**config.mk**
```make
export PLATFORM = sky130hd
export DESIGN_NAME = router_out_arbiter
export DESIGN_NICKNAME = d
export VERILOG_FILES = /design/src/rtl/router_out_arbiter.sv
export SDC_FILE = /design/constraint.sdc
export NUM_CORES = 1
export LEC_CHECK = 0
export BUFFER_PORTS_ARGS = -buffer_cell sky130_fd_sc_hd__buf_2
export CORE_ASPECT_RATIO = 0.7
export CORE_MARGIN = 2
export CORE_UTILIZATION = 45
export DETAILED_ROUTE_END_ITERATION = 12
export PLACE_DENSITY_LB_ADDON = 0.1
export SYNTH_ARGS = -nofsm -noshare
export SYNTH_HDL_FRONTEND = slang
export SYNTH_SLANG_ARGS = --single-unit
```
**constraint.sdc**
```tcl
create_clock -name clock -period 4.28 [get_ports clock]
set_input_delay 0.642 -clock clock [delete_from_list [all_inputs] [get_ports clock]]
set_output_delay 0.642 -clock clock [all_outputs]
set_load 0.005 [all_outputs]
```
**src/rtl/router_out_arbiter.sv**
```systemverilog
// Per-output-port round-robin arbiter for the 16x16 serial router: one owner per packet, then a turnaround gap.
// Optional forced release after MAX_HOLD owned cycles when ROUTER_ARB_TIMEOUT_EN is defined.
module router_out_arbiter #(
  parameter int NUM_IN     = 16,
  parameter int GAP_CYCLES = 1,
  parameter int MAX_HOLD   = 1024
) (
  input  logic                      clock,
  input  logic                      reset,
  input  logic [NUM_IN-1:0]         req,
  input  logic [NUM_IN-1:0]         eop,
  output logic [NUM_IN-1:0]         grant,
  output logic [$clog2(NUM_IN)-1:0] grant_id,
  output logic                      grant_vld,
  output logic                      busy_n,
  output logic                      timeout_err
);

  localparam int ID_W = $clog2(NUM_IN);

  typedef enum logic [1:0] {
    ST_IDLE = 2'd0,
    ST_OWN  = 2'd1,
    ST_GAP  = 2'd2
  } state_t;

  if (NUM_IN < 2 || NUM_IN > 16 || GAP_CYCLES < 1 || GAP_CYCLES > 7 || MAX_HOLD < 2) begin : g_bad_param
    $error("router_out_arbiter: parameter out of legal range");
  end

  state_t            state_r, state_s;
  logic [ID_W-1:0]   ptr_r, ptr_s;
  logic [NUM_IN-1:0] grant_r, grant_s;
  logic [ID_W-1:0]   grant_id_r, grant_id_s;
  logic              grant_vld_r, grant_vld_s;
  logic              busy_n_r, busy_n_s;
  logic              timeout_r, timeout_s;
  logic [2:0]        gap_r, gap_s;
  logic [ID_W-1:0]   pick_id_s;
  logic              pick_vld_s;
  logic              release_s;
  logic              force_s;

`ifdef ROUTER_ARB_TIMEOUT_EN
  localparam int HOLD_W = $clog2(MAX_HOLD) + 1;
  logic [HOLD_W-1:0] hold_r, hold_s;
  assign force_s = (hold_r == HOLD_W'(MAX_HOLD - 1));
`else
  assign force_s = 1'b0;
`endif

  // Owner's own eop ends the packet; dropping its req is an abort.
  assign release_s = eop[grant_id_r] | ~req[grant_id_r];

  // Round-robin pick: first requester at or after ptr, wrapping.
  always_comb begin
    logic [ID_W-1:0] idx;
    logic            hit;
    pick_vld_s = 1'b0;
    pick_id_s  = {ID_W{1'b0}};
    for (int k = 0; k < NUM_IN; k++) begin
      idx        = ID_W'((int'(ptr_r) + k) % NUM_IN);
      hit        = req[idx] & ~pick_vld_s;
      pick_id_s  = hit ? idx : pick_id_s;
      pick_vld_s = pick_vld_s | req[idx];
    end
  end

  // Next-state and next-output logic.
  always_comb begin
    state_s     = state_r;
    ptr_s       = ptr_r;
    grant_s     = grant_r;
    grant_id_s  = grant_id_r;
    grant_vld_s = grant_vld_r;
    busy_n_s    = busy_n_r;
    gap_s       = gap_r;
    timeout_s   = 1'b0;
`ifdef ROUTER_ARB_TIMEOUT_EN
    hold_s      = hold_r;
`endif
    case (state_r)
      ST_IDLE: begin
        if (pick_vld_s) begin
          state_s     = ST_OWN;
          grant_s     = NUM_IN'(1'b1) << pick_id_s;
          grant_id_s  = pick_id_s;
          grant_vld_s = 1'b1;
          busy_n_s    = 1'b0;
`ifdef ROUTER_ARB_TIMEOUT_EN
          hold_s      = {HOLD_W{1'b0}};
`endif
        end else begin
          state_s = ST_IDLE;
        end
      end
      ST_OWN: begin
        if (release_s || force_s) begin
          state_s     = ST_GAP;
          grant_s     = {NUM_IN{1'b0}};
          grant_vld_s = 1'b0;
          busy_n_s    = 1'b1;
          ptr_s       = (grant_id_r == ID_W'(NUM_IN - 1)) ? {ID_W{1'b0}} : grant_id_r + ID_W'(1);
          gap_s       = 3'(GAP_CYCLES - 1);
          // A genuine release on the same edge wins and suppresses the error pulse.
          timeout_s   = force_s & ~release_s;
        end else begin
          state_s = ST_OWN;
`ifdef ROUTER_ARB_TIMEOUT_EN
          hold_s  = hold_r + HOLD_W'(1);
`endif
        end
      end
      ST_GAP: begin
        if (gap_r == 3'd0) begin
          state_s = ST_IDLE;
        end else begin
          gap_s = gap_r - 3'd1;
        end
      end
      default: begin
        state_s     = ST_IDLE;
        grant_s     = {NUM_IN{1'b0}};
        grant_vld_s = 1'b0;
        busy_n_s    = 1'b1;
        gap_s       = 3'd0;
      end
    endcase
  end

  // State and registered-output update.
  always_ff @(posedge clock or posedge reset) begin
    if (reset) begin
      state_r     <= ST_IDLE;
      ptr_r       <= {ID_W{1'b0}};
      grant_r     <= {NUM_IN{1'b0}};
      grant_id_r  <= {ID_W{1'b0}};
      grant_vld_r <= 1'b0;
      busy_n_r    <= 1'b1;
      timeout_r   <= 1'b0;
      gap_r       <= 3'd0;
`ifdef ROUTER_ARB_TIMEOUT_EN
      hold_r      <= {HOLD_W{1'b0}};
`endif
    end else begin
      state_r     <= state_s;
      ptr_r       <= ptr_s;
      grant_r     <= grant_s;
      grant_id_r  <= grant_id_s;
      grant_vld_r <= grant_vld_s;
      busy_n_r    <= busy_n_s;
      timeout_r   <= timeout_s;
      gap_r       <= gap_s;
`ifdef ROUTER_ARB_TIMEOUT_EN
      hold_r      <= hold_s;
`endif
    end
  end

  assign grant       = grant_r;
  assign grant_id    = grant_id_r;
  assign grant_vld   = grant_vld_r;
  assign busy_n      = busy_n_r;
  assign timeout_err = timeout_r;

endmodule

```
**Yosys cells after proc, flatten, opt, wreduce, memory -nomap -nowiden**

Cells that the tools add are included.

- Register bits: 31
- Output and inout port bits: 23
- Memory bits (writable): 0
- Logic and storage cells: 173
- Bits in latches: 0
- Memory bits (read-only): 0
- Bits of input ports: 34
- Memories kept: 0

- $add $sub $neg: 17
- Magnitude comparators: 17
- Shifts and indexed selects: 1
- Divide/modulo/power cells: 0
- Reductions and logical operators: 6
- Mux-type cells: 69
- Bitwise gates (word level): 49
- Multiply operators: 0
- Eq/ne operators: 7

Operators with widths:

| kind | number |
|---|---|
| < comparator 4 x 5 -> 1 bit, second input constant | 17 |
| binary-select mux 1 bit (select 4 bit) | 18 |
| two-way mux 4 bit | 17 |
| case mux 16 bit (3 select lines) | 1 |
| adder 4 bit, second input constant | 8 |
| two-way mux 16 bit | 2 |
| two-way mux 1 bit | 23 |
| inverter 1 bit | 18 |
| adder 4 x 3 -> 4 bit, second input constant | 4 |
| bitwise OR 1 bit | 16 |
| left shift 1 x 4 -> 16 bit, first input constant | 1 |
| bitwise AND 1 bit | 15 |
| case mux 3 bit (3 select lines) | 1 |
| adder 4 x 1 -> 4 bit, second input constant | 2 |
| adder 4 x 2 -> 4 bit, second input constant | 2 |
| inequality test 2 bit, second input constant | 4 |
| two-way mux 3 bit | 2 |
| case mux 1 bit (3 select lines) | 2 |
| case mux 2 bit (3 select lines) | 1 |
| AND reduction 3 bit | 2 |
| equality test 4 bit, second input constant | 1 |
| two-way mux 2 bit | 2 |
| AND reduction 2 bit | 2 |
| logical NOT 3 bit | 1 |
| other kinds (4) | 4 |

**Longest topological paths before layout**

Gate-level depths: netlist (run 1).

- Depth after elaboration: 23
- Mapped depth: 19
- Depth with buffers taken out: 12

**Worst setup path before layout (run 1)**

Ideal clock, no wire load.

- Path type: register to register
- Start: reg ptr_r[1]
- End: reg grant_r[11], in the netlist grant[11]
- Arrival time: 4399 ps
- Library setup time: 122 ps
- Data required time: 4158 ps
- Buffers on the path: 5
- Stages on the path, launching flop included: 17
- Period minus slack after synthesis: 4521 ps
- Slack: -241 ps
- Cell sequence: dfrtp_1 -> buf_6 -> buf_4 -> buf_1 -> inv_1 -> ha_1 -> buf_2 -> clkbuf_1 -> mux4_2 -> mux2i_1 -> mux2_2 -> o21ai_2 -> or4_1 -> a2111o_1 -> a21o_1 -> and3_1 -> a32o_1

- Word-level cells in the longest chain between the ends: 23
- Elaborated cells between the ends (all ways): 113
- Classes of those cells: add/sub: 15; eq/ne: 1; shift: 1; mux: 50; bitwise: 45; reduce/logical: 1

RTL lines:

| item | line | text |
|---|---|---|
| start, declared | 32 | `logic [ID_W-1:0] ptr_r, ptr_s;` |
| start signal, assigned | 135 | `ptr_r <= {ID_W{1'b0}};` |
| start signal, assigned | 147 | `ptr_r <= ptr_s;` |
| adder 4 x 1 -> 4 bit | 62 | `idx = ID_W'((int'(ptr_r) + k) % NUM_IN);` |
| binary-select mux 1 bit (select 4 bit) | 63, 65 |  |
| two-way mux 1 bit (implied by the code) | 63, 65 |  |
| bitwise OR 1 bit | 65 | `pick_vld_s = pick_vld_s \| req[idx];` |
| inverter 1 bit / bitwise OR 1 bit (equally long branches) | 63, 65 |  |
| bitwise AND 1 bit (tied with other cells) | 63 | `hit = req[idx] & ~pick_vld_s;` |
| two-way mux 4 bit (tied with other cells) (12 in a row) | 64 | `pick_id_s = hit ? idx : pick_id_s;` |
| two-way mux 4 bit / bitwise AND 1 bit (equally long branches) | 64, 63 |  |
| two-way mux 4 bit | 64 |  |
| left shift 1 x 4 -> 16 bit | 86 | `grant_s = NUM_IN'(1'b1) << pick_id_s;` |
| two-way mux 16 bit | 84 | `if (pick_vld_s) begin` |
| case mux 16 bit (3 select lines) | 82 | `case (state_r)` |
| end signal, assigned | 136 | `grant_r <= {NUM_IN{1'b0}};` |
| end signal, assigned | 148 | `grant_r <= grant_s;` |
| end, declared | 33 | `logic [NUM_IN-1:0] grant_r, grant_s;` |

Several ways; a longest one is shown, not always the timed one. The select of a mux whose other input is x is not followed.
A chain may end at the register's enable or synchronous reset.

**Worst setup path after layout (run 1)**

- Start: reg ptr_r[1]
- End: reg grant_r[8], in the netlist grant[8]

Same word-level chain as after synthesis.

==> impl_metrics.toml, run 1 <==
[outcome]
outcome = "completed"

[synth]
post_synth_edffs = 0
synth_top_area_share_pct = 19.0
synth.distinct_cells = 74
synth-seq-area-share_pct = 19.6
netlist.top_cell.by_area = "dfrtp_1"
syn-instance-count = 443
ys_ff_latch = 31
synthesis.nets = 487
synthArstFlopShare_pct = 100
ys_top_cells_by_area = "dfrtp_1, mux4_2, mux2i_1"
synth_area_mm2 = 0.00396
postSynthAreaPerCell_um2 = 8.93
synth-warning-count = 0
synth_ff_type = "dfrtp_1"

[placement]
post-dp-hpwl_mm = 9.44
port_buffers = 55
routability_congestion_estimate_from_global_placement = 1.00

[timing]
period_needed_ns = 4.06
setup_tns_ns = 0
setup_viol = 0
finClkSkew_ns = 0.00779
worst_slew_pin_slew_ns = 0.591
timing.fmax_mhz = 246
layout_worst_path_cycle_share_pct = 94.9
grt_setup_unrepaired = "no"
report.final.slew_viol_count = 0
finalHoldViolCount = 0
max-slew-margin-rel_pct = 60.6

[cts]
clock-root-buffer = "clkbuf_16"
clock_tree_from_tritoncts = "done"
htree_num_levels = 2
tritoncts_num_sinks = 31
cts_hold_buffers = 0
cts_buffer_depth = 2
path_clk_slew_ns = 0.06
insertion_delay_ns = 0.28
cts_buffers = 5

[worst_setup_path]
r2r-start = "ptr_r[1]"
reg2regPathDepth = 11
crit_fanout = 13
timing.critical_path.to_type = "flop"
timing.reg2reg.setup_slack_ns = 0.22
timing.rr.end = "grant[8]"
cp_data_arrival_time_ns = 4.23
timing.setup.critical_path_class = "flop to flop"
critical_path_required_ns = 4.45
worstSetupStartpointType = "flop"

[global_route]
grt_pass1_wl_mm = 19.8
grt_pass1_vias = 3555
number_of_antenna_violations_at_the_first_check_in_global_routing = 0
overall_track_demand_over_capacity_in_global_routing_pct = 27.2
grt_max_degree = 32
remaining_overflow_grt = 0

[floorplan]
floorplan.initialDensity_pct = 46.7
die_height_um = 82.5
num_io_pins = 57
core_area_mm2 = 0.00848
dieArea_mm2 = 0.00957
die_width_um = 116
row_count = 28

[routing]
detailroute.via_count = 3952
wl_per_cell_um = 19.8
first_iter_violations = 469
final_antenna_net_count = 0
dr.pass1.iters = 5
drcViolationCount = 0
drt-vias-per-instance = 6.28
drt-total-wl_mm = 12.4

[layout]
design.final.nets = 552
areaGrowthSynthToFinish_pct = 17.2
drive_gt1_share_pct = 30.6
diodes = 0

[flow_run]
timing.max_cap.violations = 0

[min_path]
hp-class = "input port to async pin"
==> final cells by class <==
| class | count | area (µm²) |
|---|---|---|
| multi-input combinational | 364 | 2970 |
| tap | 120 | 150 |
| fill | 806 | 3840 |
| timing repair buffer | 82 | 485 |
| clock inverter | 3 | 43.8 |
| inverter | 24 | 90.1 |
| sequential | 31 | 777 |
| clock buffer | 5 | 125 |
==> critical path: stages, from the launching register on <==
cell	delay, ns
dfrtp_1	0.36
inv_1	0.07
ha_2	0.51
mux2_1	0.39
mux2_2	0.32
mux4_2	0.58
or4_1	0.52
a211oi_1	0.29
a31oi_1	0.13
a21oi_1	0.30
nor2_1	0.19
o31ai_1	0.28
==> synth_stat cells (all sizes together), types with 7 or more instances <==
| master | instances |
|---|---|
| a21oi | 18 |
| a31oi | 7 |
| a32oi | 7 |
| buf | 14 |
| clkbuf | 10 |
| dfrtp | 30 |
| ha | 10 |
| inv | 24 |
| mux2 | 27 |
| mux2i | 30 |
| mux4 | 24 |
| nand2 | 40 |
| nand3 | 14 |
| nor2 | 42 |
| nor3 | 14 |
| o21ai | 27 |
| o31ai | 11 |
==> stage by stage <==
step	cell area (µm²)	std cells	hold WS [ns]	utilization, %	worst slack [ns]
after floorplan	3960	443	0.455	-	0.0127
after global placement	4440	621	0.460	52.4	0.180
after detailed placement	4440	621	0.464	52.4	0.160
after CTS	4610	629	0.453	54.4	0.142
after global routing	4640	629	0.484	54.7	0.0135
final	4640	629	0.438	54.7	0.219
==> kinds of logic after synthesis <==
| family | count (synthesis) | share of synthesized area (%) |
|---|---|---|
| AO/OA/AOI/OAI | 127 | 23.2 |
| XOR/XNOR | 10 | 2.59 |
| adder cells (fa/ha/maj) | 10 | 3.16 |
| buffers and inverters | 48 | 5.82 |
| flip-flops | 31 | 19.6 |
| multiplexers | 81 | 29.1 |
| other | 1 | 0.0948 |
| AND/OR/NAND/NOR | 135 | 16.4 |
==> registers in the layout, indices dropped and copies added, names as in the netlist <==
name / flops
grant_vld: 1
grant: 16
busy_n: 1
grant_id: 4
ptr_r: 4
state_r: 2
gap_r: 3
==> worst max path at each step <==
stage / end / slack [ns] / depth (start not counted) / from
6_report: grant[8] / 0.22 / 11 / ptr_r[1]
5_1_grt: grant[12] / 0.01 / 11 / ptr_r[1]
4_1_cts: grant[1] / 0.14 / 11 / ptr_r[1]
3_5_place_dp: grant[1] / 0.16 / 11 / ptr_r[1]
3_3_place_gp: grant[1] / 0.18 / 11 / ptr_r[0]
2_1_floorplan: grant[11] / 0.01 / 15 / ptr_r[1]
==> layer usage <==
metal / vias to the layer above / routed length, µm / global-route usage, %
met1: 1875 / 6170 / 42.9
met5: - / 0 / 0
met4: 0 / 163 / 5.36
met3: 17 / 1070 / 5.18
met2: 212 / 5020 / 38.3
li1: 1848 / - / -
==> cell usage in the layout, fill, tap and decap left out, types with 6 or more instances in the layout <==
master / n
mux2_2: 18
o22ai_1: 6
buf_2: 55
nor3_1: 13
a31oi_1: 7
nor2_1: 42
o21ai_1: 6
o21ai_0: 20
mux2i_1: 28
inv_1: 22
a21oi_1: 17
a32oi_1: 6
ha_1: 9
a21o_1: 6
dfrtp_1: 30
o31ai_1: 11
mux4_2: 24
buf_4: 25
nand3_1: 13
mux2_1: 8
nand2_1: 40
==> what timing repair did <==
item / CTS / global route
gates resized for setup: 0 / 7
setup buffers: 0 / 0
hold endpoints to repair: 0 / 0
setup endpoints to repair: 0 / 16
Power of run 1 is left out: the tool's default activity adds up to more than one toggle a clock period on the data nets, which glitch-free logic cannot reach.
==> inputs of run 2 (changes only) <==
--- a/config.mk
+++ b/config.mk
@@ -5,6 +5,7 @@
 export SDC_FILE = /design/constraint.sdc
 export NUM_CORES = 1
 export LEC_CHECK = 0
+export ABC_AREA = 1
 export BUFFER_PORTS_ARGS = -buffer_cell sky130_fd_sc_hd__buf_2
 export CORE_ASPECT_RATIO = 0.7
 export CORE_MARGIN = 2
==> impl_metrics.toml, run 2 <==
[synth]
synth_area_mm2 = 0.00355
ys_ff_latch = 31
synth-warning-count = 0
synth_top_area_share_pct = 21.3
netlist.top_cell.by_area = "nand2_1"
synthesis.nets = 639
synth-seq-area-share_pct = 21.9
synth_ff_type = "dfrtp_1"
synth.distinct_cells = 42
postSynthAreaPerCell_um2 = 5.96
post_synth_edffs = 0
ys_top_cells_by_area = "nand2_1, dfrtp_1, nand3_1"
syn-instance-count = 595
synth_common_cells = "nand2_1, nand3_1, inv_1"
synthArstFlopShare_pct = 100
post-synth-top-count-cell = "nand2_1"

[timing]
timing.fmax_mhz = 256
setup_viol = 0
grt_setup_unrepaired = "no"
finClkSkew_ns = 0.00486
setup_tns_ns = 0
report.final.slew_viol_count = 0
layout_worst_path_cycle_share_pct = 91.1
worst_slew_pin_slew_ns = 0.647
finalHoldViolCount = 0
period_needed_ns = 3.90
max-slew-margin-rel_pct = 56.5

[worst_setup_path]
setup.worst_path.start = "ptr_r[1]"
r2r-start = "ptr_r[1]"
cp_data_arrival_time_ns = 4.11
timing.reg2reg.setup_slack_ns = 0.38
timing.setup.critical_path_class = "flop to flop"
crit_fanout = 11
timing.critical_path.to_type = "flop"
critical_path_required_ns = 4.49
worstSetupStartpointType = "flop"

[cts]
htree_num_levels = 2
cts_hold_buffers = 0
insertion_delay_ns = 0.28
postCtsSetupBuffers = 0
clock_tree_from_tritoncts = "done"
tritoncts_num_sinks = 31
cts_buffers = 5
cts-resized-gates = 0
path_clk_slew_ns = 0.06
clock-root-buffer = "clkbuf_16"
cts_buffer_depth = 2

[layout]
max_ffs_per_register = 16
diodes = 0
design.final.nets = 694
sequential_cell_area_um2 = 777
drive_gt1_share_pct = 16.7
areaGrowthSynthToFinish_pct = 15.0
multi_input_area_mm2 = 0.00238
n_fill_cell = 823
layout.cells.most_common_list = "nand2_1, nand3_1, inv_1, buf_2, nor2_1"
layout_commonest_cell = "nand2_1"

[global_route]
overall_track_demand_over_capacity_in_global_routing_pct = 28.5
remaining_overflow_grt = 0
grt_util_met2_pct = 40.5
grt_pass1_vias = 3622
grt_max_degree = 32
grt.met3_usage_pct = 6.81
busiest_layer_in_global_routing = "met1"
grt_pass1_wl_mm = 18.8
number_of_antenna_violations_at_the_first_check_in_global_routing = 0
groute.layer.met1.usage_pct = 44.1

[floorplan]
num_io_pins = 57
die_height_um = 78.3
core_area_mm2 = 0.00777
die_width_um = 110
dieArea_mm2 = 0.00862
floorplan.initialDensity_pct = 45.7
row_count = 27

[routing]
drcViolationCount = 0
first_iter_violations = 349
drt-vias-per-instance = 5.42
detailroute.via_count = 4074
drt-total-wl_mm = 11.6
wl_per_cell_um = 15.4
dr.pass1.iters = 5
final_antenna_net_count = 0

[placement]
port_buffers = 55
routability_congestion_estimate_from_global_placement = 0.938
post-dp-hpwl_mm = 9.26

[outcome]
outcome = "completed"

[flow_run]
timing.max_cap.violations = 0

[min_path]
hp-class = "input port to async pin"
-- run 2: changes by cell type in the layout (fill, tap and decap cells not counted), sizes merged, moves of 27 or more --
cell,delta
nand2,+172
mux2i,-30
mux2,-27
nand3,+91
inv,+52
-- run 2: layout make-up --
class                      instances  share of cell area (%)
multi-input combinational        471                    58.3
timing repair buffer              62                    8.03
sequential                        31                    19.0
clock buffer                       6                    3.40
clock inverter                     2                   0.859
inverter                          79                    7.30
tap                              101                    3.10
-- run 2: per-layer routing --
| metal | vias up | routed length (µm) |
|---|---|---|
| li1 | 2048 | - |
| met1 | 1851 | 5780 |
| met2 | 165 | 4710 |
| met3 | 10 | 993 |
| met4 | 0 | 98 |
| met5 | - | 0 |
-- run 2: worst paths after layout --
check / endpoint / depth (start not counted)
setup / recovery: grant[8] / 20
hold / removal: grant_id[3] / 3
setup reg to reg: grant[8] / 20
hold reg to reg: busy_n / 2
max in group asynchronous: busy_n / 3
min in group clock: busy_n / 2
-- run 2: logic make-up (layout without fill, tap and decap cells) --
group | count (synthesis) | count (layout) | synth area share, %
AO/OA/AOI/OAI | 40 | 40 | 6.70
XOR/XNOR | 8 | 8 | 2.40
adder cells (fa/ha/maj) | 10 | 10 | 3.53
buffers and inverters | 93 | 149 | 11.1
flip-flops | 31 | 31 | 21.9
other | 1 | 1 | 0.106
AND/OR/NAND/NOR | 412 | 412 | 54.3
-- run 2: worst max-delay path, stage by stage, from the launching register on --
cell and delay, ns:
dfrtp_1 0.38, inv_1 0.21, buf_4 0.26, ha_1 0.39
inv_1 0.26, nand3_1 0.12, nand2_1 0.08, inv_1 0.05
o21ai_0 0.47, inv_1 0.23, nand4_1 0.21, nor2_1 0.08
nor3_1 0.21, nand2_1 0.10, nor2_1 0.11, nand2_1 0.06
nand3_1 0.08, nand2_2 0.11, nor2_2 0.20, nand2_1 0.07
o21bai_1 0.13
-- run 2: per-stage QoR --
step | cell area [µm²] | hold slack [ns] | worst slack, ns | util [%] | std cells
after floorplan | 3550 | 0.451 | 0.978 | - | 595
after global routing | 4080 | 0.472 | 0.0854 | 52.5 | 752
final | 4080 | 0.438 | 0.379 | 52.5 | 752
after CTS | 4080 | 0.452 | 0.459 | 52.5 | 752
after detailed placement | 3910 | 0.453 | 0.480 | 50.3 | 744
after global placement | 3910 | 0.454 | 0.447 | 50.3 | 744
Power of run 2 is left out for the same reason.
